===== config.mk =====
export PLATFORM = sky130hd
export DESIGN_NAME = result_unloader
export DESIGN_NICKNAME = d
export VERILOG_FILES = /design/src/rtl/result_unloader.sv
export SDC_FILE = /design/constraint.sdc
export NUM_CORES = 1
export LEC_CHECK = 0
export CORE_MARGIN = 5
export CORE_UTILIZATION = 53
export CTS_BUF_LIST = sky130_fd_sc_hd__clkbuf_8
export DETAILED_ROUTE_END_ITERATION = 12
export PLACE_DENSITY = 0.91
export SKIP_CTS_REPAIR_TIMING = 1
export SYNTH_ARGS = -nofsm -noshare
export SYNTH_HDL_FRONTEND = slang
export SYNTH_SLANG_ARGS = --single-unit

===== constraint.sdc =====
create_clock -name clk -period 2.45 [get_ports clk]
set_input_delay 0.735 -clock clk [delete_from_list [all_inputs] [get_ports clk]]
set_output_delay 0.735 -clock clk [all_outputs]
set_load 0.05 [all_outputs]

===== src/rtl/result_unloader.sv =====
// Holds one execute-stage result and shows it byte by byte on the LEDs, LSB byte first, one byte per debounced button press.
// Latency: the first byte shows 1 cycle after capture; a raw press steps the display 2 + DEBOUNCE_CYCLES cycles later.
// Backpressure: res_ready is low from capture until the last byte is stepped past.
module result_unloader #(
    parameter int DATA_W          = 16,
    parameter int DEBOUNCE_CYCLES = 16,
    localparam int NBYTES         = DATA_W / 8,
    localparam int IDX_W          = (NBYTES > 1) ? $clog2(NBYTES) : 1
) (
    input  logic              clk,
    input  logic              rst,
    input  logic              btn_in,
    input  logic              res_valid,
    input  logic [DATA_W-1:0] res_data,
    output logic              res_ready,
    output logic [7:0]        led_out,
    output logic [IDX_W-1:0]  byte_idx,
    output logic              busy,
    output logic              done
);

    localparam int CNT_W = $clog2(DEBOUNCE_CYCLES + 1);

    typedef enum logic {
        S_IDLE,
        S_SHOW
    } state_t;

    state_t             state, state_nxt;
    logic               sync1, sync2;
    logic               deb, deb_q;
    logic [CNT_W-1:0]   cnt;
    logic               step;
    logic [DATA_W-1:0]  cap, cap_nxt;
    logic [7:0]         led_nxt;
    logic [IDX_W-1:0]   idx_nxt;
    logic               busy_nxt, done_nxt;

    // btn_in is asynchronous to clk
    always_ff @(posedge clk or posedge rst) begin
        if (rst) begin
            sync1 <= 1'b0;
            sync2 <= 1'b0;
        end else begin
            sync1 <= btn_in;
            sync2 <= sync1;
        end
    end

    // Accept a new level only after it has differed from deb for DEBOUNCE_CYCLES cycles in a row
    always_ff @(posedge clk or posedge rst) begin
        if (rst) begin
            deb   <= 1'b0;
            deb_q <= 1'b0;
            cnt   <= '0;
        end else begin
            deb_q <= deb;
            if (sync2 == deb) begin
                cnt <= '0;
            end else if (cnt == CNT_W'(DEBOUNCE_CYCLES - 1)) begin
                deb <= sync2;
                cnt <= '0;
            end else begin
                cnt <= cnt + CNT_W'(1);
            end
        end
    end

    assign step      = deb & ~deb_q;
    assign res_ready = (state == S_IDLE);

    always_ff @(posedge clk or posedge rst) begin
        if (rst) begin
            state    <= S_IDLE;
            cap      <= '0;
            led_out  <= '0;
            byte_idx <= '0;
            busy     <= 1'b0;
            done     <= 1'b0;
        end else begin
            state    <= state_nxt;
            cap      <= cap_nxt;
            led_out  <= led_nxt;
            byte_idx <= idx_nxt;
            busy     <= busy_nxt;
            done     <= done_nxt;
        end
    end

    // cap is shifted right on each step so the next byte is always cap[15:8]
    always_comb begin
        state_nxt = state;
        cap_nxt   = cap;
        led_nxt   = led_out;
        idx_nxt   = byte_idx;
        busy_nxt  = busy;
        done_nxt  = 1'b0;
        case (state)
            S_IDLE: begin
                if (res_valid) begin
                    cap_nxt   = res_data;
                    led_nxt   = res_data[7:0];
                    idx_nxt   = '0;
                    busy_nxt  = 1'b1;
                    state_nxt = S_SHOW;
                end
            end
            S_SHOW: begin
                if (step) begin
                    if (byte_idx == IDX_W'(NBYTES - 1)) begin
                        led_nxt   = '0;
                        idx_nxt   = '0;
                        busy_nxt  = 1'b0;
                        done_nxt  = 1'b1;
                        state_nxt = S_IDLE;
                    end else begin
                        cap_nxt = cap >> 8;
                        led_nxt = cap[15:8];
                        idx_nxt = byte_idx + IDX_W'(1);
                    end
                end
            end
            default: state_nxt = S_IDLE;
        endcase
    end

endmodule

## After elaboration in Yosys (flattened, before gate mapping)

Cells that the tools add are included.

| operators by class | value |
|---|---|
| reduce and logical (&&, ||, !) cells | 4 |
| equal/unequal tests | 6 |
| add/subtract/negate cells | 2 |
| muxes and demuxes | 25 |
| bitwise operators | 4 |

Operators with widths:

| kind | number |
|---|---|
| 16-bit 2-to-1 mux | 3 |
| 16-bit case mux with 2 select lines | 1 |
| 8-bit 2-to-1 mux | 3 |
| 8-bit case mux with 2 select lines | 1 |
| 1-bit 2-to-1 mux | 12 |
| 5-bit 2-to-1 mux | 2 |
| 2-bit != test, second input constant | 3 |
| 1-bit case mux with 2 select lines | 3 |
| 3-bit AND reduction | 2 |
| 5-bit by 1-bit adder with 5-bit output, second input constant | 1 |
| 5-bit by 4-bit equality test with 1-bit output, second input constant | 1 |
| 2-bit AND reduction | 2 |
| 1-bit NOT | 3 |
| 2-bit by 1-bit != test with 1-bit output, second input constant | 1 |
| 1-bit adder, second input constant | 1 |
| 1-bit AND | 1 |
| 1-bit equality test | 1 |

| word-level totals | value |
|---|---|
| logic and storage cells | 52 |
| bits in registers | 37 |
| bits of input ports | 20 |
| output and inout port bits | 12 |

## Logic depth before layout (Yosys ltp)

Gate-level depths: netlist of run 1.

| depth | value |
|---|---|
| word-level depth | 4 |
| gate-level depth with buffers | 5 |
| depth with buffers taken out | 4 |

## Worst setup path after synthesis of run 1

No wires, ideal clock.

| timing | value |
|---|---|
| kind | input port to flip-flop |
| from | input res_valid |
| to | register led_out[1] |
| data arrival time | 1.533 ns |
| data required time | 2.325 ns |
| path slack | 0.792 ns |
| path buffers | 1 |
| setup time | 0.125 ns |
| stages | 4 |
| path through | nor2b_1 -> buf_4 -> a21oi_4 -> mux2_2 |

| between the ends | value |
|---|---|
| word-level cells in the longest chain between the ends | 2 |

Ends and longest elaborated chain:

| what | line | text |
|---|---|---|
| start: declaration | 13 | `input logic res_valid,` |
| 2-bit != test (no line) | n/a |  |
| 2-bit AND reduction (no line) | n/a |  |
| end signal: assignment | 83 | `led_out <= led_nxt;` |
| end: declaration | 16 | `output logic [7:0] led_out,` |

No other way between the ends.
A chain may end at the register's enable or synchronous reset.

## Worst setup path after layout of run 1

| timing | value |
|---|---|
| from | register led_out[0] |
| to | output led_out[0] |

No word-level cell between the ends.

==> flow_summary_export.csv, run 1 <==
group,metric,value,unit
floorplanning,core_region_area,2210,sq um
clock_tree,clkLatencyLatePin,0.28,ns
timing,clock.fmax,455,MHz
logic_synthesis,ys_types,29,
timing,post-route-period-util,89.7,%
floorplanning,die_x,58.0,microns
timing,finalSetupViolCount,0,
critical_path,critPathLaunch,"led_out[0]",
clock_tree,cts_tree,"yes",
logic_synthesis,synth_edf_count,0,
global_routing,antenna_found_initial,0,
route,drt_iter0_drc,26,
hold_path,holdCritPathClass,"register to register",
route,ant_nets,0,
clock_tree,htreeDepth,2,
timing,worstMarginPinSlew,0.507,ns
logic_synthesis,avgSynthCellArea,12.4,sq um
logic_synthesis,syn_area,1220,sq um
critical_path,cp_cell_sequence,"clkdlybuf4s50_1",
critical_path,r2r-start,"state",
final_layout,fin_util,73.4,%
final_layout,drive_above_1_share,13.3,%
clock_tree,numClockSinks,29,
route,routedWlPerCell,16.1,microns
timing,max-slew-margin-rel,66.1,%
logic_synthesis,synthXorXnorAreaFrac,2.87,%
final_layout,final_area,1620,sq um
critical_path,cp-end-kind,"output pin",
route,drt-total-wl,2630,microns
clock_tree,clk_pin_slew,0.06,ns
timing,fin_crit,2.20,ns
final_layout,antenna_cells,0,
placed_design,pre_cts_ws,0.289,ns
critical_path,crit_family,"buffers and inverters",
power_and_ir_drop,power_density,663,nW/um^2
logic_synthesis,yosys.area.top_type_share,59.5,%
logic_synthesis,synth_nets,119,
logic_synthesis,synthMuxAreaShare,4.92,%
logic_synthesis,synth-seq-cells,29,
logic_synthesis,ys_seq_area_share,59.5,%
placed_design,post-dp-hpwl,1890,microns
floorplanning,die-height,58.0,microns
logic_synthesis,synth_fa_ha_area_share,1.03,%
logic_synthesis,async_flop_share,100,%
route,via_per_inst,5.46,
global_routing,grt_pass1_vias,941,
status,status,"completed",
floorplanning,start_util,55.1,%
logic_synthesis,syn_inst,98,
global_routing,grt_max_degree,30,
critical_path,crit_cells,1,
logic_synthesis,yosys_most_used_dff,"dfrtp_1",
logic_synthesis,synth_area_leaders,"dfrtp_1 (59%), a22o_1 (5.7%), mux2_2 (3.7%)",
critical_path,crit_fanout,2,
floorplanning,io_pins,32,
timing,grt_setup_unrepaired,"no",
clock_tree,cts_buffer_depth,2,
power_and_ir_drop,peakVddDrop,0.511,mV
critical_path,path_class,"register to output pin",
hold_path,min_from,"sync1",
route,dr_total_vias,890,
timing,tns,0,ns
route,drc_errors,0,
final_layout,syn2layout_area_growth,33.1,%
logic_synthesis,ys_warn_count,0,
placed_design,port_buffers,31,
critical_path,cp.required,1.71,ns
placed_design,post-place-cells,155,
placed_design,placed_area,1540,sq um
clock_tree,cts_buffers,5,
critical_path,arrival,1.46,ns
floorplanning,rows,17,
critical_path,cp.buffers_inverters,1,
clock_tree,cts-root-buf,"clkbuf_8",
timing,hold_viol,0,
global_routing,track_usage,17.6,%
logic_synthesis,yosysTopAreaCell,"dfrtp_1",
final_layout,n_fill_cell,160,
timing,slew_viol_final,0,
timing,skew,0.00312,ns
critical_path,cpMaxStageDelayCell,"clkdlybuf4s50_1",
critical_path,cp_slowest_stage_delay,0.81,ns
critical_path,worstRegToRegCells,3,
final_layout,nets,155,
logic_synthesis,synth_compound_area_share,15.6,%
logic_synthesis,synth_top_family_by_area,"compound AO/OA/AOI/OAI gates",
hold_path,hold_depth,0,
final_layout,fin_cells,163,
route,dr.pass1.iters,4,
flow_run,maxCapViolations,0,
timing,setup_slack,0.253,ns
global_routing,overflow,0,
logic_synthesis,synth-simple-area-share,12.3,%
power_and_ir_drop,p_leak,0.000759,uW
final_layout,top_regs,"cap: 8 flops, led_out: 8 flops, cnt: 5 flops",
global_routing,grt_pass1_wl,4310,microns
placed_design,place_congestion,0.805,
floorplanning,fp.dieArea,3360,sq um
critical_path,start_kind,"register",
==> worst paths after layout <==
check / end / slack (ns)
max in group asynchronous: cap[9] / 1.36
worst max register to register: led_out[2] / 0.86
worst max-delay path: led_out[0] / 0.25
min in group asynchronous: cnt[4] / 0.83
worst min register to register: sync2 / 0.35
worst min-delay path: sync2 / 0.35
==> kinds of logic after synthesis <==
| logic type | after synthesis |
|---|---|
| XOR/XNOR | 4 |
| AND/OR/NAND/NOR | 27 |
| AO/OA/AOI/OAI | 24 |
| buffers and inverters | 8 |
| adder cells (fa/ha/maj) | 1 |
| flip-flops | 29 |
| multiplexers | 5 |
==> metal layers <==
metal / GRT usage, % / vias to the layer above / part of all wire [%]
met3: 8.91 / 4 / 7.8
met5: 0 / - / 0
met1: 20.3 / 436 / 42
met2: 27.9 / 33 / 49
met4: 6.95 / 0 / 1.3
li1: - / 417 / -
==> cell usage in the layout (no fill, tap or decap), drive strengths merged, types with 2 or more instances in the layout <==
cell type / netlist / routed
a22o: 8 / 8
nand3: 6 / 6
xor2: 3 / 3
nor2: 6 / 6
a22oi: 4 / 4
o21ai: 5 / 5
inv: 4 / 7
and2b: 2 / 2
dfrtp: 29 / 29
clkdlybuf4s50: 0 / 29
buf: 4 / 4
o2bb2ai: 4 / 4
nand2: 7 / 7
clkbuf: 0 / 5
mux2: 5 / 5
==> final cells by class <==
class | instances | area [sq um] | area share, %
Inverter | 4 | 15.0 | 0.924
Tap cell | 28 | 35.0 | 2.16
Multi-Input combinational cell | 61 | 448 | 27.6
Sequential cell | 29 | 726 | 44.7
Clock buffer | 5 | 68.8 | 4.24
Clock inverter | 3 | 11.3 | 0.693
Timing Repair Buffer | 33 | 320 | 19.7
==> per-stage QoR <==
stage	hold slack [ns]	total power [uW]
floorplan	0.331	649
global placement	0.333	720
detailed placement	0.340	727
CTS	0.353	1090
global route	0.354	1130
finish	0.351	1080
==> power by group <==
group / total, uW / switching (uW) / internal, uW / leakage, uW
clock network: 356 / 168 / 188 / 0.0000519
registers: 544 / 29.5 / 515 / 0.000367
logic: 176 / 93.4 / 83.1 / 0.000341
==> Yosys cell counts, types with 2 or more instances <==
| cell | n |
|---|---|
| nand2_1 | 7 |
| o21ai_0 | 5 |
| inv_1 | 3 |
| o2bb2ai_1 | 4 |
| xor2_1 | 3 |
| nand3_1 | 6 |
| a22oi_1 | 4 |
| buf_4 | 2 |
| nor2_1 | 6 |
| a22o_1 | 8 |
| mux2_2 | 4 |
| dfrtp_1 | 29 |
Power figures use the tool's default switching activity.
==> run 2, diff against run 1 <==
--- a/config.mk
+++ b/config.mk
@@ -6,10 +6,11 @@
 export NUM_CORES = 1
 export LEC_CHECK = 0
 export CORE_MARGIN = 5
-export CORE_UTILIZATION = 53
+export CORE_UTILIZATION = 55
 export CTS_BUF_LIST = sky130_fd_sc_hd__clkbuf_8
 export DETAILED_ROUTE_END_ITERATION = 12
-export PLACE_DENSITY = 0.91
+export DONT_BUFFER_PORTS = 1
+export PLACE_DENSITY = 0.75
 export SKIP_CTS_REPAIR_TIMING = 1
 export SYNTH_ARGS = -nofsm -noshare
 export SYNTH_HDL_FRONTEND = slang
==> run 2 against run 1 <==
Against the previous run: global-route usage decreased by 0.93 points; power fell by 3.2%; clock power grew 8.4%; critical path depth is the same; wire length fell by 13%; sequential power grew 9.0%; worst setup slack gained 0.24 ns; sequential cell count stayed put; cell count down 20%; critical path type unchanged; critical endpoint is now res_ready; largest cell class unchanged.
==> flow_summary_export.csv, run 2 (synthesis gave the netlist of run 1 again) <==
group,metric,value,unit
placed_design,place_congestion,0.782,
power_and_ir_drop,p_sw_share,26.5,%
critical_path,cp_cell_sequence,"inv_2",
power_and_ir_drop,power.switching,277,uW
timing,skew,0.00402,ns
final_layout,drive_above_1_share,15.7,%
final_layout,syn2layout_area_growth,8.00,%
floorplanning,rows,17,
floorplanning,start_util,56.2,%
critical_path,cp_slowest_stage_delay,0.55,ns
floorplanning,die_x,57.1,microns
timing,grt_setup_unrepaired,"no",
critical_path,crit_family,"flip-flops",
final_layout,n_fill_cell,185,
floorplanning,fp.dieArea,3260,sq um
clock_tree,numClockSinks,29,
global_routing,overflow,0,
timing,slew_viol_final,0,
critical_path,cp.required,1.71,ns
timing,worstMarginPinSlew,0.758,ns
power_and_ir_drop,p_leak,0.000629,uW
timing,clock.fmax,510,MHz
route,drc_errors,0,
timing,hold_viol,0,
timing,fin_crit,1.96,ns
placed_design,port_buffers,0,
floorplanning,core_region_area,2170,sq um
critical_path,start_kind,"register",
flow_run,maxCapViolations,0,
final_layout,antenna_cells,0,
timing,hold_slack,0.346,ns
critical_path,crit_fanout,12,
clock_tree,cts-root-buf,"clkbuf_8",
global_routing,antenna_found_initial,0,
power_and_ir_drop,clkPwrFrac,37.0,%
power_and_ir_drop,pwr-share-comb,6.2,%
route,ant_nets,0,
power_and_ir_drop,peakVddDrop,0.544,mV
floorplanning,io_pins,32,
route,drt-total-wl,2280,microns
final_layout,final_common_cell,"dfrtp_1",
route,drt_iter0_drc,17,
timing,tns,0,ns
clock_tree,cts_buffers,5,
route,via_per_inst,5.76,
timing,finalSetupViolCount,0,
critical_path,cp-end-kind,"output pin",
final_layout,seq_area,726,sq um
floorplanning,die-height,57.1,microns
hold_path,holdCritPathClass,"register to register",
final_layout,fin_cells,130,
power_and_ir_drop,seq_power_share,56.8,%
global_routing,grt_pass1_wl,4040,microns
power_and_ir_drop,p_int,766,uW
placed_design,post-dp-hpwl,1680,microns
global_routing,track_usage,16.7,%
global_routing,grt_max_degree,30,
route,dr_total_vias,749,
final_layout,final_cell_mix,"dfrtp_1 (29), a22o_1 (8), nand2_1 (7)",
critical_path,cp.buffers_inverters,1,
critical_path,cpMaxStageDelayCell,"dfrtp_1",
route,routedWlPerCell,17.5,microns
final_layout,multi_input_area,448,sq um
placed_design,post-place-cells,123,
route,dr.pass1.iters,4,
global_routing,grt_pass1_vias,842,
critical_path,arrival,1.23,ns
power_and_ir_drop,power_density,791,nW/um^2
clock_tree,cts_tree,"yes",
clock_tree,htreeDepth,2,
final_layout,nets,123,
status,status,"completed",
final_layout,top_regs,"cap: 8 flops, led_out: 8 flops, cnt: 5 flops",
clock_tree,clk_pin_slew,0.06,ns
clock_tree,clkLatencyLatePin,0.28,ns
clock_tree,cts_buffer_depth,2,
timing,post-route-period-util,80.1,%
timing,max-slew-margin-rel,49.4,%
critical_path,path_class,"register to output pin",
==> run 2: through the flow <==
step	setup WS, ns	power (uW)	instance area [sq um]	utilization (%)
5_1_grt	0.393	1090	1320	60.7
2_1_floorplan	0.792	649	1220	-
4_1_cts	0.485	1050	1320	60.7
3_3_place_gp	0.618	663	1230	56.7
6_report	0.489	1040	1320	60.7
3_5_place_dp	0.576	667	1230	56.7
==> run 2: worst reg2reg max path, cell delays in order, from the launching register on <==
cell,delay [ns]
dfrtp_1,0.55
nor2b_1,0.62
a21oi_4,0.14
mux2_4,0.33
==> run 2: final timing paths <==
kind | start | end | slack [ns] | depth (start not counted)
worst max-delay path | state | res_ready | 0.49 | 1
worst min-delay path | sync1 | sync2 | 0.35 | 0
worst max register to register | state | led_out[0] | 0.70 | 3
worst min register to register | sync1 | sync2 | 0.35 | 0
max in group asynchronous | rst | cnt[0] | 1.78 | 2
min in group asynchronous | rst | cnt[3] | 0.41 | 2
==> run 2: routing by layer <==
layer  global-route usage (%)  share of wire [%]  vias up
met3                     10.2                 11        5
met4                     6.95                1.4        0
met2                     26.4                 48       34
met1                     18.0                 40      358
met5                        0                  0        -
li1                         -                  -      352
==> run 2: power groups by stage <==
stage / registers [uW] / clock network [uW] / logic (uW)
floorplan: 588 / 0 / 60.3
global placement: 600 / 0 / 62.5
detailed placement: 602 / 0 / 65.6
CTS: 594 / 392 / 66.1
global route: 599 / 419 / 76.2
finish: 593 / 386 / 64.4
==> run 2: area by class of cell <==
type | count | area share, %
sequential | 29 | 55.1
multi-input combinational | 61 | 34.0
clock buffer | 6 | 6.27
tap | 28 | 2.66
inverter | 4 | 1.14
timing repair buffer | 1 | 0.570
clock inverter | 1 | 0.285
